File: config.mk
export PLATFORM = sky130hd
export DESIGN_NAME = jtframe_frame_tracker
export DESIGN_NICKNAME = d
export VERILOG_FILES = /design/src/rtl/jtframe_dump_pkg.sv /design/src/rtl/jtframe_crc16_step.sv /design/src/rtl/jtframe_frame_tracker.sv
export SDC_FILE = /design/constraint.sdc
export NUM_CORES = 1
export LEC_CHECK = 0
export CAP_MARGIN = 40
export CORE_ASPECT_RATIO = 1.75
export CORE_MARGIN = 2
export CORE_UTILIZATION = 30
export CTS_CLUSTER_DIAMETER = 100
export DETAILED_ROUTE_END_ITERATION = 10
export PLACE_DENSITY_LB_ADDON = 0.1
export SLEW_MARGIN = 10
export SYNTH_ARGS = -nofsm -noshare
export SYNTH_HDL_FRONTEND = slang
export SYNTH_HIERARCHICAL = 1
export SYNTH_SLANG_ARGS = --single-unit
File: constraint.sdc
create_clock -name clk -period 6.01 [get_ports clk]
set_input_delay 1.803 -clock clk [delete_from_list [all_inputs] [get_ports clk]]
set_output_delay 1.803 -clock clk [all_outputs]
set_load 0.05 [all_outputs]
File: src/rtl/jtframe_dump_pkg.sv
// Shared types and constants for the frame tracker / dump window logic.
package jtframe_dump_pkg;

  typedef enum logic [1:0] {
    ST_WAIT_DL,
    ST_COUNT,
    ST_DUMPING,
    ST_DONE
  } dump_state_t;

  localparam logic [15:0] CRC16_POLY = 16'h1021;
  localparam logic [15:0] CRC16_INIT = 16'hFFFF;

endpackage

File: src/rtl/jtframe_crc16_step.sv
// Combinational CRC-16-CCITT update over one DW-bit word, MSB first.
module jtframe_crc16_step
  import jtframe_dump_pkg::*;
#(
  parameter int unsigned DW = 12
) (
  input  logic [15:0]   crc,
  input  logic [DW-1:0] data,
  output logic [15:0]   crc_next
);

  // Shift every data bit through the LFSR within a single cycle
  always_comb begin
    crc_next = crc;
    for (int unsigned i = 0; i < DW; i++) begin
      crc_next = {crc_next[14:0], 1'b0} ^
                 ({16{crc_next[15] ^ data[DW-1-i]}} & CRC16_POLY);
    end
  end

endmodule

File: src/rtl/jtframe_frame_tracker.sv
// Frame counter and dump window generator driven by vertical sync and
// ROM download status. Optional per-frame CRC-16 of the pixel stream is
// enabled by defining JTFRAME_FRAME_CRC_EN.
module jtframe_frame_tracker
  import jtframe_dump_pkg::*;
#(
  parameter bit          WAIT_DL     = 1'b1,
  parameter int unsigned START_FRAME = 0,
  parameter int unsigned DUMP_LEN    = 0,
  parameter int unsigned COLORW      = 4
) (
  input  logic                  clk,
  input  logic                  rst_n,
  input  logic                  pxl_cen,
  input  logic                  vs,
  input  logic                  de,
  input  logic                  downloading,
  input  logic [3*COLORW-1:0]   rgb,
  output logic [31:0]           frame_cnt,
  output logic                  dump_start,
  output logic                  dump_active,
  output logic                  dump_done,
  output logic [15:0]           frame_crc,
  output logic                  crc_valid
);

  localparam dump_state_t INIT_STATE = WAIT_DL ? ST_WAIT_DL : ST_COUNT;

  dump_state_t state_q, state_d;
  logic        vs_l_q, vs_l_d;
  logic        dl_l_q, dl_l_d;
  logic [31:0] frame_cnt_q, frame_cnt_d;
  logic [31:0] len_q, len_d;
  logic        dump_start_q, dump_start_d;
  logic        dump_active_q, dump_active_d;
  logic        dump_done_q, dump_done_d;
  logic        fe, dlf, dlr;

  assign fe  = vs_l_q & ~vs;
  assign dlf = dl_l_q & ~downloading;
  assign dlr = ~dl_l_q & downloading;

  // Next-state, counters and window flags; a download restart overrides all
  always_comb begin
    vs_l_d        = vs;
    dl_l_d        = downloading;
    state_d       = state_q;
    frame_cnt_d   = frame_cnt_q;
    len_d         = len_q;
    dump_start_d  = 1'b0;
    dump_done_d   = 1'b0;
    dump_active_d = dump_active_q;
    if (dlr) begin
      state_d       = INIT_STATE;
      frame_cnt_d   = '0;
      len_d         = '0;
      dump_active_d = 1'b0;
    end else begin
      unique case (state_q)
        ST_WAIT_DL: begin
          if (dlf) state_d = ST_COUNT;
        end
        ST_COUNT: begin
          if (fe) begin
            frame_cnt_d = frame_cnt_q + 32'd1;
            if (frame_cnt_q == START_FRAME) begin
              dump_start_d  = 1'b1;
              dump_active_d = 1'b1;
              len_d         = '0;
              state_d       = ST_DUMPING;
            end
          end
        end
        ST_DUMPING: begin
          if (fe) begin
            frame_cnt_d = frame_cnt_q + 32'd1;
            len_d       = len_q + 32'd1;
            if ((DUMP_LEN != 0) && (len_q + 32'd1 == DUMP_LEN)) begin
              dump_active_d = 1'b0;
              dump_done_d   = 1'b1;
              state_d       = ST_DONE;
            end
          end
        end
        ST_DONE: begin
          if (fe) frame_cnt_d = frame_cnt_q + 32'd1;
        end
        default: state_d = INIT_STATE;
      endcase
    end
  end

  // Core state register
  always_ff @(posedge clk or negedge rst_n) begin
    if (!rst_n) begin
      state_q       <= INIT_STATE;
      vs_l_q        <= 1'b0;
      dl_l_q        <= 1'b0;
      frame_cnt_q   <= '0;
      len_q         <= '0;
      dump_start_q  <= 1'b0;
      dump_active_q <= 1'b0;
      dump_done_q   <= 1'b0;
    end else begin
      state_q       <= state_d;
      vs_l_q        <= vs_l_d;
      dl_l_q        <= dl_l_d;
      frame_cnt_q   <= frame_cnt_d;
      len_q         <= len_d;
      dump_start_q  <= dump_start_d;
      dump_active_q <= dump_active_d;
      dump_done_q   <= dump_done_d;
    end
  end

  assign frame_cnt   = frame_cnt_q;
  assign dump_start  = dump_start_q;
  assign dump_active = dump_active_q;
  assign dump_done   = dump_done_q;

`ifdef JTFRAME_FRAME_CRC_EN
  logic [15:0] crc_acc_q, crc_acc_d, crc_next;
  logic [15:0] frame_crc_q, frame_crc_d;
  logic        crc_valid_q, crc_valid_d;
  logic        pxl_take;

  assign pxl_take = pxl_cen & de;

  jtframe_crc16_step #(.DW(3*COLORW)) u_crc_step (
    .crc      (crc_acc_q),
    .data     (rgb),
    .crc_next (crc_next)
  );

  // Accumulate pixels; a pixel taken on the frame edge belongs to the closing frame
  always_comb begin
    crc_acc_d   = crc_acc_q;
    frame_crc_d = frame_crc_q;
    crc_valid_d = 1'b0;
    if (dlr) begin
      crc_acc_d = CRC16_INIT;
    end else if (state_q != ST_WAIT_DL) begin
      if (fe) begin
        frame_crc_d = pxl_take ? crc_next : crc_acc_q;
        crc_valid_d = 1'b1;
        crc_acc_d   = CRC16_INIT;
      end else if (pxl_take) begin
        crc_acc_d = crc_next;
      end
    end
  end

  // CRC registers
  always_ff @(posedge clk or negedge rst_n) begin
    if (!rst_n) begin
      crc_acc_q   <= CRC16_INIT;
      frame_crc_q <= '0;
      crc_valid_q <= 1'b0;
    end else begin
      crc_acc_q   <= crc_acc_d;
      frame_crc_q <= frame_crc_d;
      crc_valid_q <= crc_valid_d;
    end
  end

  assign frame_crc = frame_crc_q;
  assign crc_valid = crc_valid_q;
`else
  logic unused_pxl;
  assign unused_pxl = &{1'b0, pxl_cen, de, rgb};
  assign frame_crc  = '0;
  assign crc_valid  = 1'b0;
`endif

endmodule

After elaboration in Yosys (flattened, before gate mapping)

Index checks and enable logic that the tools add are counted.
W data, S select, Z words.

Add/subtract/negate cells: 1
Equal/unequal tests: 6
Mux-type cells: 16
Bitwise gates (word level): 6
Reduce and logical (&&, ||, !) cells: 11

Operators by type and width:

| cell                    | number |
|---|---|
| $mux W32                | 3 |
| $add A32 B1 Y32 const B | 1 |
| $logic_not A32 Y1       | 1 |
| $ne A3 B3 Y1 const B    | 3 |
| $mux W1                 | 8 |
| $mux W2                 | 4 |
| $reduce_bool A2 Y1      | 4 |
| $eq A2 B2 Y1 const B    | 2 |
| $pmux W2 S2             | 1 |
| $reduce_and A4 Y1       | 1 |
| $and A1 B1 Y1           | 3 |
| $not A1 Y1              | 3 |
| $reduce_and A3 Y1       | 1 |
| $reduce_bool A3 Y1      | 1 |
| $reduce_or A3 Y1        | 1 |
| $eq A2 B1 Y1 const B    | 1 |
| $logic_not A2 Y1        | 1 |
| $reduce_and A2 Y1       | 1 |

Bits in registers: 38
Input bits: 18
Output and inout port bits: 52
Logic and storage cells: 46

Logic depth before layout (Yosys ltp)

Gate-level depths: netlist of run 1.

Depth after elaboration: 5
Gate-level depth with buffers: 7
Gate-level depth less buffers: 7

Least setup slack after synthesis of run 1

No wires, ideal clock.

Kind: in2reg
Start point: in vs
End point: reg frame_cnt_q[31], in the netlist frame_cnt[31]
Library setup time: 78 ps
Arrival: 3482 ps
Required time: 5932 ps
Slack: 2450 ps
Stages: 6
Buffers on the path: 1
Path through: nand2b_1 -> o21ba_2 -> or4_1 -> buf_2 -> or4_1 -> a21oi_1

Longest elaborated chain between the ends: 4

RTL lines:

| element                             | RTL line                     | text |
|---|---|---|
| start, declared                     | jtframe_frame_tracker.sv:15  | `input logic vs,` |
| $not A1 Y1                          | jtframe_frame_tracker.sv:39  | `assign fe = vs_l_q & ~vs;` |
| $and A1 B1 Y1                       | jtframe_frame_tracker.sv:39  |  |
| $reduce_bool A2 Y1 (no source line) | -                            |  |
| $reduce_and A2 Y1 (no source line)  | -                            |  |
| end signal, assigned                | jtframe_frame_tracker.sv:108 | `frame_cnt_q <= frame_cnt_d;` |
| end, declared                       | jtframe_frame_tracker.sv:32  | `logic [31:0] frame_cnt_q, frame_cnt_d;` |

Every way passes these cells.
A chain may end at the register's enable or synchronous reset.

Final worst setup path of run 1

Same ends and word-level chain as after synthesis.

==> results.sh, run 1 <==
export IMPL_fmax_ghz=0.248
export IMPL_synth_seq_cells=38
export IMPL_initial_core_util=0.306
export IMPL_end_kind="flop"
export IMPL_core_mm2=0.00676
export IMPL_required_ps=6220
export IMPL_drc=0
export IMPL_fin_skew_ps=3.66
export IMPL_leakagePower_nw=1.06
export IMPL_slew_headroom=0.412
export IMPL_fin_crit_sh=0.670
export IMPL_avgViaCountPerCell=4.87
export IMPL_whs_ps=497
export IMPL_dieArea_mm2=0.00761
export IMPL_first_iter_violations=80
export IMPL_grt_pass1_wl_um=8150
export IMPL_routed_wl_um=5080
export IMPL_yosys_area_top_type_share=0.459
export IMPL_yosysSeqAreaShare=0.459
export IMPL_min_path_type="reg2reg"
export IMPL_ant_nets=0
export IMPL_ys_warn_count=6
export IMPL_p_total_uw=690
export IMPL_netlist_top_cells_area="dfrtp_1 (46%), buf_4 (6.5%), xnor2_1 (5.5%)"
export IMPL_status="finished, final reports clean"
export IMPL_synth_cells=225
export IMPL_worstSkewPairLatency_ps=280
export IMPL_ir_drop_mv=0.147
export IMPL_path_clk_slew_ps=50
export IMPL_maxCapViolCount=0
export IMPL_ios=70
export IMPL_die_w_um=66.8
export IMPL_fillers=700
export IMPL_diodes=0
export IMPL_place_gp_congestion=0.734
export IMPL_place_hpwl_um=3530
export IMPL_start_kind="primary input"
export IMPL_layout_nets=283
export IMPL_finalSetupTns_ps=0
export IMPL_ctsRootBufferMaster="clkbuf_16"
export IMPL_ys_types=32
export IMPL_rsz0062_at_grt="no"
export IMPL_final_layout_size_suffix_gt1_frac=0.0458
export IMPL_wl_per_cell_um=14.7
export IMPL_period_minus_slack_ps=4030
export IMPL_critPathKind="in2reg"
export IMPL_portBuffers=37
export IMPL_grt_usage=0.145
export IMPL_final_max_slew_viol_count=0
export IMPL_regArea_um2=951
export IMPL_cts_sinks=38
export IMPL_worstPathMaxFanout=16
export IMPL_grt_pass1_vias=1606
export IMPL_areaGrowthSynthToFinish_pct=25.5
export IMPL_antenna_found_initial=0
export IMPL_cts_htree_levels=2
export IMPL_firstDrtPassIters=4
export IMPL_post_cts_buffers=0
export IMPL_syn_area_per_cell_um2=9.20
export IMPL_hold_buffers=0
export IMPL_grt_max_degree=38
export IMPL_grt_overflow_total=0
export IMPL_worst_slew_pin_slew_ps=870
export IMPL_postLayoutCoreUtil=0.385
export IMPL_syn_area_mm2=0.00207
export IMPL_fp_dieH_um=114
export IMPL_cts_max_path_buffers=2
export IMPL_cts_buffers=5
export IMPL_num_vias=1685
export IMPL_cts_tree="built"
export IMPL_synth_top_area_cell="dfrtp_1"
export IMPL_hold_viol_final=0
export IMPL_cts_resized=0
export IMPL_setup_viol_count_final=0
export IMPL_rows=40
export IMPL_arrival_ps=4230
export IMPL_multi_input_area_um2=987
export IMPL_p_per_area_mw_per_mm2=265
layout make-up:
cell class	instances	share of cell area
Sequential cell	38	0.366
Inverter	8	0.0116
Timing Repair Buffer	39	0.151
Clock buffer	7	0.0510
Tap cell	84	0.0404
Multi-Input combinational cell	170	0.380
registers in the layout, summed over array words and instances (netlist names):
signal / flops
dump_start: 1
dl_l_q: 1
frame_cnt: 32
vs_l_q: 1
dump_active: 1
state_q: 2
layer usage:
metal | track usage | wire length [um] | vias up
li1 | - | - | 825
met1 | 0.167 | 2050 | 800
met2 | 0.245 | 2650 | 51
met3 | 0.0385 | 248 | 9
met4 | 0.0694 | 125 | 0
met5 | 0 | 0 | -
kinds of logic after synthesis:
kind of cell | share of synthesized area
AND/OR/NAND/NOR | 0.269
other | 0.00181
flip-flops | 0.459
XOR/XNOR | 0.0888
adder cells (fa/ha/maj) | 0.0181
buffers and inverters | 0.0949
AO/OA/AOI/OAI | 0.0677
path summary, 6_finish.rpt:
path	start	end	slack (ps)	cells past startpoint
max	vs	frame_cnt[31]$_DFFE_PN0P_	1980	6
min	state_q[1]$_DFFE_PN0P_	dump_start$_DFF_PN0_	500	1
max reg2reg	frame_cnt[6]$_DFFE_PN0P_	frame_cnt[31]$_DFFE_PN0P_	3540	5
min reg2reg	state_q[1]$_DFFE_PN0P_	dump_start$_DFF_PN0_	500	1
max in group asynchronous	rst_n	state_q[1]$_DFFE_PN0P_	4110	2
min in group asynchronous	rst_n	frame_cnt[19]$_DFFE_PN0P_	1440	1
cell usage after synthesis:
cell / n
o21ba_2: 1
xnor2_1: 13
nand3_1: 8
nand2b_1: 2
and4_4: 1
a21oi_1: 12
nor2_1: 29
conb_1: 1
and3_1: 1
buf_4: 18
dfrtp_1: 38
nand4_1: 8
a311oi_1: 1
o21bai_1: 1
buf_2: 1
or3_1: 7
a31oi_1: 1
buf_1: 1
nor4b_1: 3
inv_1: 8
nand4_4: 1
o21ai_0: 8
nor3_1: 6
o31ai_1: 1
nand2_1: 15
nor4_1: 14
or3_2: 1
and4_1: 3
ha_1: 3
xor2_1: 8
clkbuf_1: 6
or4_1: 4
metrics by stage:
step	setup WS (ps)	cell area, um2	cells
finish	1980	2600	346
global route	1860	2600	346
CTS	1970	2600	346
detailed placement	1680	2470	339
global placement	1720	2450	338
floorplan	2450	2130	242
critical path, cell delays in order:
cell	delay, ps
clkdlybuf4s50_1	410
nand2b_1	250
o21ba_2	370
or4_1	700
or4_1	530
a21oi_1	160
where the power goes:
part	internal [mW]	leakage, nW	switching, mW
clock	0.152	0.0640	0.100
sequential	0.271	0.521	0.0187
combinational	0.0422	0.471	0.105
total	0.465	1.06	0.224
cell usage in the layout (no fill, tap or decap), drive strengths merged, types with 3 or more instances in the layout:
| cell type | instances |
|---|---|
| o21ai | 8 |
| dfrtp | 38 |
| nand4 | 9 |
| inv | 8 |
| nand2 | 15 |
| nand3 | 8 |
| nor2 | 29 |
| nor4 | 14 |
| nor3 | 6 |
| xor2 | 8 |
| conb | 18 |
| clkbuf | 7 |
| and4 | 4 |
| ha | 3 |
| buf | 3 |
| a21oi | 12 |
| or3 | 8 |
| clkdlybuf4s50 | 36 |
| or4 | 4 |
| xnor2 | 13 |
| nor4b | 3 |
No activity file was read; power rests on OpenSTA's default activity.
==> run 2: changes to the inputs <==
- clock period: 6.01 -> 3.55 ns (I/O delays scaled with it)
==> run 2 against run 1 <==
Against the previous run: final cell count grew 1.2%; utilization grew 0.44 points; sequential power is 70% higher; critical endpoint unchanged; combinational power rose by 71%; sequential share of layout area fell by 0.42 points; critical path type unchanged; via count increased by 0.83%; global-route usage down 0.34 points.
==> results.sh, run 2 (synthesized netlist as in run 1, its figures left out) <==
export IMPL_status="finished, final reports clean"
export IMPL_fmax_ghz=0.334
export IMPL_setup_viol_count_final=0
export IMPL_path_clk_slew_ps=50
export IMPL_cts_resized=0
export IMPL_layout_nets=287
export IMPL_cts_sinks=38
export IMPL_critPathKind="in2reg"
export IMPL_power_share_clock=0.359
export IMPL_dieArea_mm2=0.00761
export IMPL_num_vias=1699
export IMPL_crit_chain="clkdlybuf4s50_1 -> ha_1 -> o21ba_2 -> or4_1 -> or4_1 -> a21oi_1"
export IMPL_ios=70
export IMPL_instances_no_fill=350
export IMPL_routed_wl_um=5010
export IMPL_power_share_sequential=0.424
export IMPL_finalSetupTns_ps=0
export IMPL_postLayoutCoreUtil=0.389
export IMPL_cp_common_cell="or4_1"
export IMPL_place_gp_congestion=0.723
export IMPL_p_int_uw=790
export IMPL_initial_core_util=0.306
export IMPL_final_common_cell="dfrtp_1"
export IMPL_p_sw_frac=0.318
export IMPL_end_kind="flop"
export IMPL_path_buf_inv=1
export IMPL_largest_reg_flops=32
export IMPL_cts_tree="built"
export IMPL_reg2reg_from="frame_cnt[6]$_DFFE_PN0P_"
export IMPL_worst_slew_pin_slew_ps=576
export IMPL_grt_max_degree=38
export IMPL_rows=40
export IMPL_worstPathMaxFanout=6
export IMPL_post_place_ws_ps=234
export IMPL_first_iter_violations=65
export IMPL_fp_dieH_um=114
export IMPL_wl_per_cell_um=14.3
export IMPL_ant_nets=0
export IMPL_cpMaxStageDelayCell="or4_1"
export IMPL_worstSkewPairLatency_ps=270
export IMPL_maxCapViolCount=0
export IMPL_power_frac_comb=0.216
export IMPL_placed_area_mm2=0.00250
export IMPL_final_layout_size_suffix_gt1_frac=0.0602
export IMPL_p_sw_uw=369
export IMPL_firstDrtPassIters=4
export IMPL_arrival_ps=3190
export IMPL_rsz0062_at_grt="no"
export IMPL_place_hpwl_um=3600
export IMPL_avgViaCountPerCell=4.85
export IMPL_grt_usage=0.142
export IMPL_cts_htree_levels=2
export IMPL_final_max_slew_viol_count=0
export IMPL_max_stage_delay_ps=620
export IMPL_path_delay_family="simple AND/OR/NAND/NOR gates"
export IMPL_post_cts_buffers=0
export IMPL_slew_headroom=0.613
export IMPL_start_kind="primary input"
export IMPL_required_ps=3750
export IMPL_min_path_type="reg2reg"
export IMPL_drc=0
export IMPL_fin_crit_sh=0.844
export IMPL_cts_buffers=5
export IMPL_min_from="state_q[1]$_DFFE_PN0P_"
export IMPL_fin_skew_ps=4.30
export IMPL_ir_drop_mv=0.191
export IMPL_hold_viol_final=0
export IMPL_core_mm2=0.00676
export IMPL_crit_start="downloading"
export IMPL_fin_ws_ps=554
export IMPL_period_minus_slack_ps=3000
export IMPL_grt_overflow_total=0
export IMPL_portBuffers=37
export IMPL_most_common_layout_cells="dfrtp_1 (38), clkdlybuf4s50_1 (36), nor2_1 (29), conb_1 (18), nand2_1 (15)"
export IMPL_hold_buffers=0
export IMPL_grt_pass1_wl_um=8130
export IMPL_die_w_um=66.8
export IMPL_ctsRootBufferMaster="clkbuf_16"
export IMPL_areaGrowthSynthToFinish_pct=26.9
export IMPL_dp_cells=343
export IMPL_p_per_area_mw_per_mm2=441
export IMPL_fin_area_mm2=0.00263
export IMPL_antenna_found_initial=0
export IMPL_cts_max_path_buffers=2
export IMPL_grt_pass1_vias=1592
export IMPL_leakagePower_nw=1.07
export IMPL_diodes=0
==> run 2: per-stage QoR <==
step                      hold slack [ps]  power, mW
after floorplan                       450      0.690
after global placement                482      0.754
after detailed placement              485      0.753
after CTS                             492       1.18
after global routing                  520       1.22
final                                 491       1.16
==> run 2: final cells by class <==
class / instances / area [um2]
inverters: 8 / 30.0
fillers: 707 / 4130
multi-input cells: 170 / 987
repair buffers: 43 / 423
well taps: 84 / 105
clock buffers: 7 / 133
flip-flops and latches: 38 / 951
==> run 2: routing by layer <==
metal	part of all wire	global-route usage	up-vias
li1	-	-	836
met1	0.43	0.169	815
met2	0.52	0.249	43
met3	0.038	0.0247	5
met4	0.013	0.0531	0
met5	0	0	-
==> run 2: path summary, 6_finish.rpt <==
path,slack (ps),end,cells past startpoint
worst min register to register,490,dump_start$_DFF_PN0_,1
worst min-delay path,490,dump_start$_DFF_PN0_,1
min in group asynchronous,640,frame_cnt[16]$_DFFE_PN0P_,1
max in group asynchronous,2480,frame_cnt[23]$_DFFE_PN0P_,2
worst max register to register,1170,frame_cnt[31]$_DFFE_PN0P_,5
worst max-delay path,550,frame_cnt[31]$_DFFE_PN0P_,6
==> run 2: power groups by stage <==
stage	sequential, mW	combinational (mW)	clock (mW)
2_1_floorplan	0.550	0.140	0
3_3_place_gp	0.501	0.253	0
3_5_place_dp	0.500	0.254	0
4_1_cts	0.492	0.255	0.434
5_1_grt	0.496	0.276	0.449
6_report	0.492	0.251	0.416
==> run 3: changes to the inputs <==
- clock period: 3.55 -> 3.1 ns (I/O delays scaled with it)
==> run 3 against run 2 <==
Against the previous run: sequential power rose by 15%; clock-buffer cell count shrank 1; via count grew 0.47%; critical path depth up 1; worst setup slack worse by 250 ps; register-to-register slack lost 410 ps; final cell count is the same; die area did not move; utilization rose by 0.20 points; power increased by 16%; sequential share of layout area is 0.19 points lower.
==> results.sh, run 3 (synthesized netlist as in run 1, its figures left out) <==
export IMPL_portBuffers=37
export IMPL_max_stage_delay_ps=570
export IMPL_worstSkewPairLatency_ps=280
export IMPL_cts_resized=0
export IMPL_worst_slew_pin_slew_ps=567
export IMPL_routed_wl_um=4960
export IMPL_r2r_setup_slack_ps=760
export IMPL_die_w_um=66.8
export IMPL_core_mm2=0.00676
export IMPL_dieArea_mm2=0.00761
export IMPL_ant_nets=0
export IMPL_finalSetupTns_ps=0
export IMPL_grt_pass1_wl_um=8010
export IMPL_status="finished, final reports clean"
export IMPL_setup_viol_count_final=0
export IMPL_arrival_ps=2990
export IMPL_final_layout_size_suffix_gt1_frac=0.0677
export IMPL_p_per_area_mw_per_mm2=510
export IMPL_areaGrowthSynthToFinish_pct=27.6
export IMPL_path_buf_inv=2
export IMPL_required_ps=3300
export IMPL_rows=40
export IMPL_ctsRootBufferMaster="clkbuf_16"
export IMPL_hold_buffers=0
export IMPL_wl_per_cell_um=14.2
export IMPL_cpMaxStageDelayCell="or4_1"
export IMPL_cts_sinks=38
export IMPL_path_clk_slew_ps=50
export IMPL_final_common_cell="dfrtp_1"
export IMPL_min_path_type="reg2reg"
export IMPL_hold_viol_final=0
export IMPL_post_cts_buffers=0
export IMPL_fin_crit_sh=0.900
export IMPL_grt_overflow_total=0
export IMPL_cts_htree_levels=2
export IMPL_place_gp_congestion=0.723
export IMPL_largest_reg_flops=32
export IMPL_grt_pass1_vias=1618
export IMPL_path_delay_family="simple AND/OR/NAND/NOR gates"
export IMPL_cts_max_path_buffers=2
export IMPL_grt_usage=0.140
export IMPL_grt_max_degree=38
export IMPL_start_kind="primary input"
export IMPL_worstReg2RegEnd="frame_cnt[29]$_DFFE_PN0P_"
export IMPL_end_kind="flop"
export IMPL_crit_end="frame_cnt[29]$_DFFE_PN0P_"
export IMPL_hold_depth=1
export IMPL_reg2reg_from="frame_cnt[6]$_DFFE_PN0P_"
export IMPL_cts_tree="built"
export IMPL_most_common_layout_cells="dfrtp_1 (38), clkdlybuf4s50_1 (36), nor2_1 (29), conb_1 (18), nand2_1 (15)"
export IMPL_crit_chain="clkdlybuf4s50_1 -> nand2b_1 -> o21ba_2 -> or4_1 -> buf_4 -> or3_1 -> a21oi_1"
export IMPL_first_iter_violations=78
export IMPL_initial_core_util=0.306
export IMPL_slew_headroom=0.619
export IMPL_maxCapViolCount=0
export IMPL_critPathKind="in2reg"
export IMPL_cts_buffers=5
export IMPL_drc=0
export IMPL_rsz0062_at_grt="no"
export IMPL_avgViaCountPerCell=4.88
export IMPL_ir_drop_mv=0.285
export IMPL_ios=70
export IMPL_layout_nets=288
export IMPL_antenna_found_initial=0
export IMPL_period_minus_slack_ps=2790
export IMPL_leakagePower_nw=1.08
export IMPL_worstPathMaxFanout=4
export IMPL_reg2regPathDepth=6
export IMPL_fp_dieH_um=114
export IMPL_diodes=0
export IMPL_worst_path_stages=7
export IMPL_final_max_slew_viol_count=0
export IMPL_fmax_ghz=0.358
export IMPL_p_total_mw=1.35
export IMPL_num_vias=1707
export IMPL_firstDrtPassIters=4
export IMPL_crit_start="vs"
export IMPL_fin_skew_ps=4.09
export IMPL_place_hpwl_um=3500
==> run 3: cell count changes in the layout (fill, tap and decap cells not counted), sizes merged <==
cell | before | now
clkbuf | 7 | 6
buf | 7 | 8
==> run 3: metal layers <==
layer / track usage / wire (um)
met1: 0.169 / 2120
met2: 0.240 / 2540
met3: 0.0237 / 205
met4: 0.0612 / 94
met5: 0 / 0
==> run 3: worst min-delay path by stage <==
stage          slack, ps              startpoint                        end
5_1_grt              520                   rst_n  frame_cnt[16]$_DFFE_PN0P_
3_3_place_gp         490  state_q[1]$_DFFE_PN0P_       dump_start$_DFF_PN0_
6_report             500  state_q[1]$_DFFE_PN0P_       dump_start$_DFF_PN0_
3_5_place_dp         480  state_q[1]$_DFFE_PN0P_       dump_start$_DFF_PN0_
4_1_cts              490  state_q[1]$_DFFE_PN0P_       dump_start$_DFF_PN0_
2_1_floorplan        450  state_q[1]$_DFFE_PN0P_       dump_start$_DFF_PN0_
==> run 3: stage by stage <==
| stage | cell area, um2 | util | worst slack (ps) | hold slack (ps) | cells |
|---|---|---|---|---|---|
| after floorplan | 2130 | - | 413 | 450 | 242 |
| after global placement | 2480 | 0.368 | 21.7 | 488 | 343 |
| after detailed placement | 2500 | 0.371 | 4.34 | 483 | 344 |
| after CTS | 2640 | 0.391 | 290 | 491 | 350 |
| after global routing | 2640 | 0.391 | 203 | 520 | 350 |
| final | 2640 | 0.391 | 309 | 500 | 350 |
==> run 3: cell type report <==
| class | count | area, um2 |
|---|---|---|
| clock buffers | 6 | 139 |
| well taps | 84 | 105 |
| repair buffers | 44 | 430 |
| flip-flops and latches | 38 | 951 |
| multi-input cells | 170 | 987 |
| fillers | 718 | 4110 |
| inverters | 8 | 30.0 |
==> run 3: power by group <==
group	total [mW]	switching [mW]	internal, mW
clock	0.494	0.183	0.311
sequential	0.564	0.0379	0.526
combinational	0.289	0.204	0.0850
==> RTL edit 1, RTL diff (settings of run 1) <==
Register the output `frame_cnt` once more, cleared by the reset; this adds one clock of latency there. The other outputs are not delayed to match.
--- a/src/rtl/jtframe_frame_tracker.sv
+++ b/src/rtl/jtframe_frame_tracker.sv
@@ -113,7 +113,13 @@
     end
   end
 
-  assign frame_cnt   = frame_cnt_q;
+  always_ff @(posedge clk or negedge rst_n) begin
+    if (!rst_n) begin
+      frame_cnt <= '0;
+    end else begin
+      frame_cnt <= frame_cnt_q;
+    end
+  end
   assign dump_start  = dump_start_q;
   assign dump_active = dump_active_q;
   assign dump_done   = dump_done_q;
Function: changed (Yosys sat finds a counterexample within 4 cycles, from zero or initial values and one cycle with rst_n low).
==> RTL edit 1 against run 1 <==
- final cell count increased by 33%
- sequential share of layout area rose by 8.9 points
- sequential cell count rose by 32
- area after synthesis increased by 52%
- wire length rose by 39%
- final area rose by 48%
- utilization down 0.86 points
- synthesized cell count is 29% higher
- power grew 69%
- setup slack gained 670 ps
- register-to-register slack better by 260 ps
- largest power group unchanged
==> RTL edit 1: results (changes against run 1) <==
stage;metric;value;unit;change
critical_path;CP peak stage delay;520;ps;-180 ps
routing;vias;2234;;+33%
synthesis;Synth top cells by count;70 x dfrtp_1, 26 x nor2_1, 21 x nor4_1, 18 x buf_4, 18 x nor2b_1;;
clocking;Num CTS Buffers;9;;+4
clocking;H-tree depth;3;;+1
synthesis;average size of a mapped cell;10.9;sq um;+18%
sta;Rel. slew slack;49.3;%;+8.1 points
clocking;Clk Latency, worst-skew pair;330;ps;+50 ps
global_route;largest net degree at the start of global routing;54;;+42%
sta;Hold Slack;438;ps;-58.9 ps
synthesis;Synth cell types;33;;+3.1%
sta;clk_skew;3.78;ps;+0.116 ps
critical_path;Setup crit start;downloading;;
run_status;outcome;complete, no violations;;
finish;FILL cells;1014;;+45%
placed_design;dpl cells;443;;+31%
routing;1st-pass router iterations;5;;+1
critical_path;worst reg2reg setup slack;3800;ps;+260 ps
synthesis;top post-synthesis cells by area;dfrtp_1 56%, mux2_2 6.1%, buf_4 4.3%;;
finish;share of cells above drive strength 1;12.7;%;+8.1 points
worst_hold_path;HP Start;frame_cnt_q[31];;
critical_path;Worst path slowest cell;or4_2;;
global_route;GRT Overall Usage;13.9;%;-0.58 points
global_route;first-pass GRT wire length;11800;microns;+45%
placed_design;Final HPWL DP;4790;microns;+36%
placed_design;GPL Wtd Cong;0.720;;-1.8%
pwr;P_sw;0.329;mW;+46%
critical_path;RR Startpoint;frame_cnt_q[11];;
routing;Wirelength per Cell;15.4;microns;+4.8%
critical_path;CP arrival;3600;ps;-630 ps
## RTL edit 1: cell count changes after synthesis, moves of 5 or more
cell	delta
dfrtp_1	+32
nor2b_1	+18
mux2_2	+17
xnor2_1	-10
o31ai_1	+8
xor2_1	-8
nor4_1	+7
o21ai_0	-6
or4_1	+6
clkbuf_1	+5
nand2_1	-5
## RTL edit 1: cell families after synthesis
kind of cell | count (synthesis) | share of synthesized area (%)
DFF | 70 | 55.7
other | 1 | 0.119
and+or+nand+nor | 124 | 23.1
AOI/OAI and AO/OA | 29 | 5.61
muxes | 17 | 6.08
xor gates and xnor gates | 3 | 0.835
adders and majority gates | 3 | 1.19
buffers and inverters | 43 | 7.44
## RTL edit 1: power groups by stage
stage	clock, mW	sequential (mW)	combinational, mW
3_5_place_dp	0	0.518	0.182
6_report	0.474	0.509	0.181
3_3_place_gp	0	0.516	0.177
4_1_cts	0.492	0.509	0.183
2_1_floorplan	0	0.545	0.102
5_1_grt	0.516	0.512	0.197
## RTL edit 1: layer usage
metal	up-vias	routed length [microns]	part of all wire [%]	global-route usage, %
li1	1065	-	-	-
met1	1097	2930	42	16.3
met2	58	3690	52	23.3
met3	14	275	3.9	3.18
met4	0	163	2.3	6.87
met5	-	0	0	0
## RTL edit 1: area by class of cell
| class | instances | share of cell area, % |
|---|---|---|
| tap | 127 | 4.13 |
| sequential | 70 | 45.5 |
| timing repair buffer | 42 | 10.7 |
| clock inverter | 1 | 0.130 |
| clock buffer | 15 | 6.69 |
| multi-input combinational | 194 | 31.9 |
| inverter | 10 | 0.975 |
## RTL edit 1: final timing paths
check / to / cells after the start
worst max register to register: frame_cnt_q[31] / 4
max in group asynchronous: frame_cnt_q[4] / 2
worst min register to register: frame_cnt[31] / 0
min in group asynchronous: dl_l_q / 1
worst max-delay path: frame_cnt_q[10] / 7
worst min-delay path: frame_cnt[31] / 0
## RTL edit 1: through the flow
step	area (sq um)	power [mW]	setup WS, ps	util, %
finish	3850	1.16	2660	37.6
global route	3850	1.22	2550	37.6
CTS	3850	1.18	2650	37.6
detailed placement	3590	0.700	2290	35.0
global placement	3570	0.693	2040	34.9
floorplan	3210	0.647	2750	-
## RTL edit 1: worst max-delay path, delay by kind of cell
family | cells | cell delay [ps]
AOI/OAI and AO/OA | 2 | 250
adders and majority gates | 1 | 210
buffers and inverters | 3 | 800
and+or+nand+nor | 1 | 520
==> RTL edit 2, RTL diff (flow settings as in run 1) <==
Made on the original files. The parameter `WAIT_DL` goes from 1'b1 to 1'b0.
--- a/src/rtl/jtframe_frame_tracker.sv
+++ b/src/rtl/jtframe_frame_tracker.sv
@@ -4,7 +4,7 @@
 module jtframe_frame_tracker
   import jtframe_dump_pkg::*;
 #(
-  parameter bit          WAIT_DL     = 1'b1,
+  parameter bit          WAIT_DL     = 1'b0,
   parameter int unsigned START_FRAME = 0,
   parameter int unsigned DUMP_LEN    = 0,
   parameter int unsigned COLORW      = 4
Formal check against the unedited RTL: not equivalent (Yosys sat finds a counterexample within 4 cycles, from zero or initial values and one cycle with rst_n low).
==> RTL edit 2 against run 1 <==
- via count up 8.4%
- sequential cell count unchanged
- power up 6.0%
- setup slack better by 3.7 ps
- synthesized cell count up 8.0%
- area after synthesis up 7.9%
- final cell count up 5.5%
- first-iteration DRC count up 15%
- wire length up 12%
- final area up 5.6%
- global-route usage up 0.43 points
- die area up 7.5%
- critical endpoint is now frame_cnt[26]
- largest cell class unchanged
==> RTL edit 2: results (changes against run 1) <==
stage;metric;value;unit;change
global_route;largest net degree at the start of global routing;23;;-39%
synthesis;average size of a mapped cell;9.20;sq um;about the same
global_route;GRT Overall Usage;14.9;%;+0.43 points
placed_design;GPL Wtd Cong;0.842;;+15%
synthesis;XOR/XNOR Fraction of Synth Area;9.80;%;+0.92 points
routing;vias per std cell;5.00;;+2.7%
sta;worst-margin pin slew;686;ps;-184 ps
finish;fin nets;300;;+6.0%
clocking;Clock Tree Buf Depth;2;;unchanged
global_route;vias in the first global route;1797;;+12%
routing;Wirelength per Cell;15.6;microns;+6.6%
synthesis;sequential fraction of the synthesis area;42.6;%;-3.3 points
critical_path;crit-path max FO;18;;+2
routing;M1 wire length;2310;microns;+13%
critical_path;CP arrival;4230;ps;about the same
routing;DRT Wirelength;5710;microns;+12%
synthesis;Synth top cells by count;37 x dfrtp_1, 35 x nor2_1, 20 x buf_4, 15 x nand2_1, 15 x nor4_1;;
global_route;M2 GR Usage;25.9;%;+1.4 points
routing;DRT iter0 DRCs;92;;+15%
finish;share of cells above drive strength 1;8.24;%;+3.7 points
run_status;outcome;complete, no violations;;
synthesis;Synth Area in Compound Gates;3.81;%;-3.0 points
pwr;comb pwr;0.180;mW;+22%
synthesis;Adder-Cell Fraction of Synth Area;1.68;%;-0.13 points
global_route;first-pass GRT wire length;9550;microns;+17%
placed_design;dpl cells;358;;+5.6%
routing;met2 WL post-DR;2990;microns;+13%
finish;max reg flops;32;;unchanged
pwr;switching part of the total;34.3;%;+1.7 points
pwr;peak supply drop;0.149;mV;+1.6%
placed_design;pre-CTS WS;1640;ps;-45.2 ps
global_route;GR Util met3;3.07;%;-0.78 points
routing;met3 wire length;229;microns;-7.7%
worst_hold_path;Hold WC Path Type;reg -> reg;;
placed_design;placed inst area;0.00261;sq mm;+5.9%
global_route;met1 Use GR;17.0;%;+0.32 points
sta;clk_skew;3.07;ps;-0.595 ps
placed_design;Final HPWL DP;4340;microns;+23%
pwr;LEAKAGE;1.16;nW;+9.9%
synthesis;multiplexer share of the synthesized area;0.504;%;+0.50 points
synthesis;Synth cell types;40;;+25%
pwr;total power;0.731;mW;+6.0%
synthesis;top post-synthesis cells by area;dfrtp_1 41%, buf_4 6.7%, nor2_1 5.9%;;
pwr;Clock power frac;34.6;%;-2.0 points
## RTL edit 2: area by class of cell
type                    count  area (sq um)  area share, %
well taps                  86           108           3.92
flip-flops and latches     38           952           34.7
inverters                   6          22.5          0.821
multi-input cells         188          1130           41.1
repair buffers             40           400           14.6
clock buffers               7           133           4.83
## RTL edit 2: cell families after synthesis
logic type / count (synthesis)
compound gates: 15
xor+xnor: 25
fa+ha+maj: 3
buf+inv: 34
flops: 38
mux: 1
other cells: 1
simple gates: 126
## RTL edit 2: final timing paths
path	start	endpoint	slack (ps)	cells after the start
worst max register to register	dl_l_q	frame_cnt[26]	3610	6
max in group asynchronous	rst_n	state_q[0]	4040	2
min in group asynchronous	rst_n	frame_cnt[26]	1440	1
worst max-delay path	downloading	frame_cnt[26]	1990	6
worst min-delay path	dump_active	dump_active	510	2
worst min register to register	dump_active	dump_active	510	2
## RTL edit 2: worst max-delay path, cell delays in order
cell,delay [ps]
clkdlybuf4s50_1,490
ha_1,600
o21ba_1,390
or3_4,460
or3_1,340
a21oi_1,140
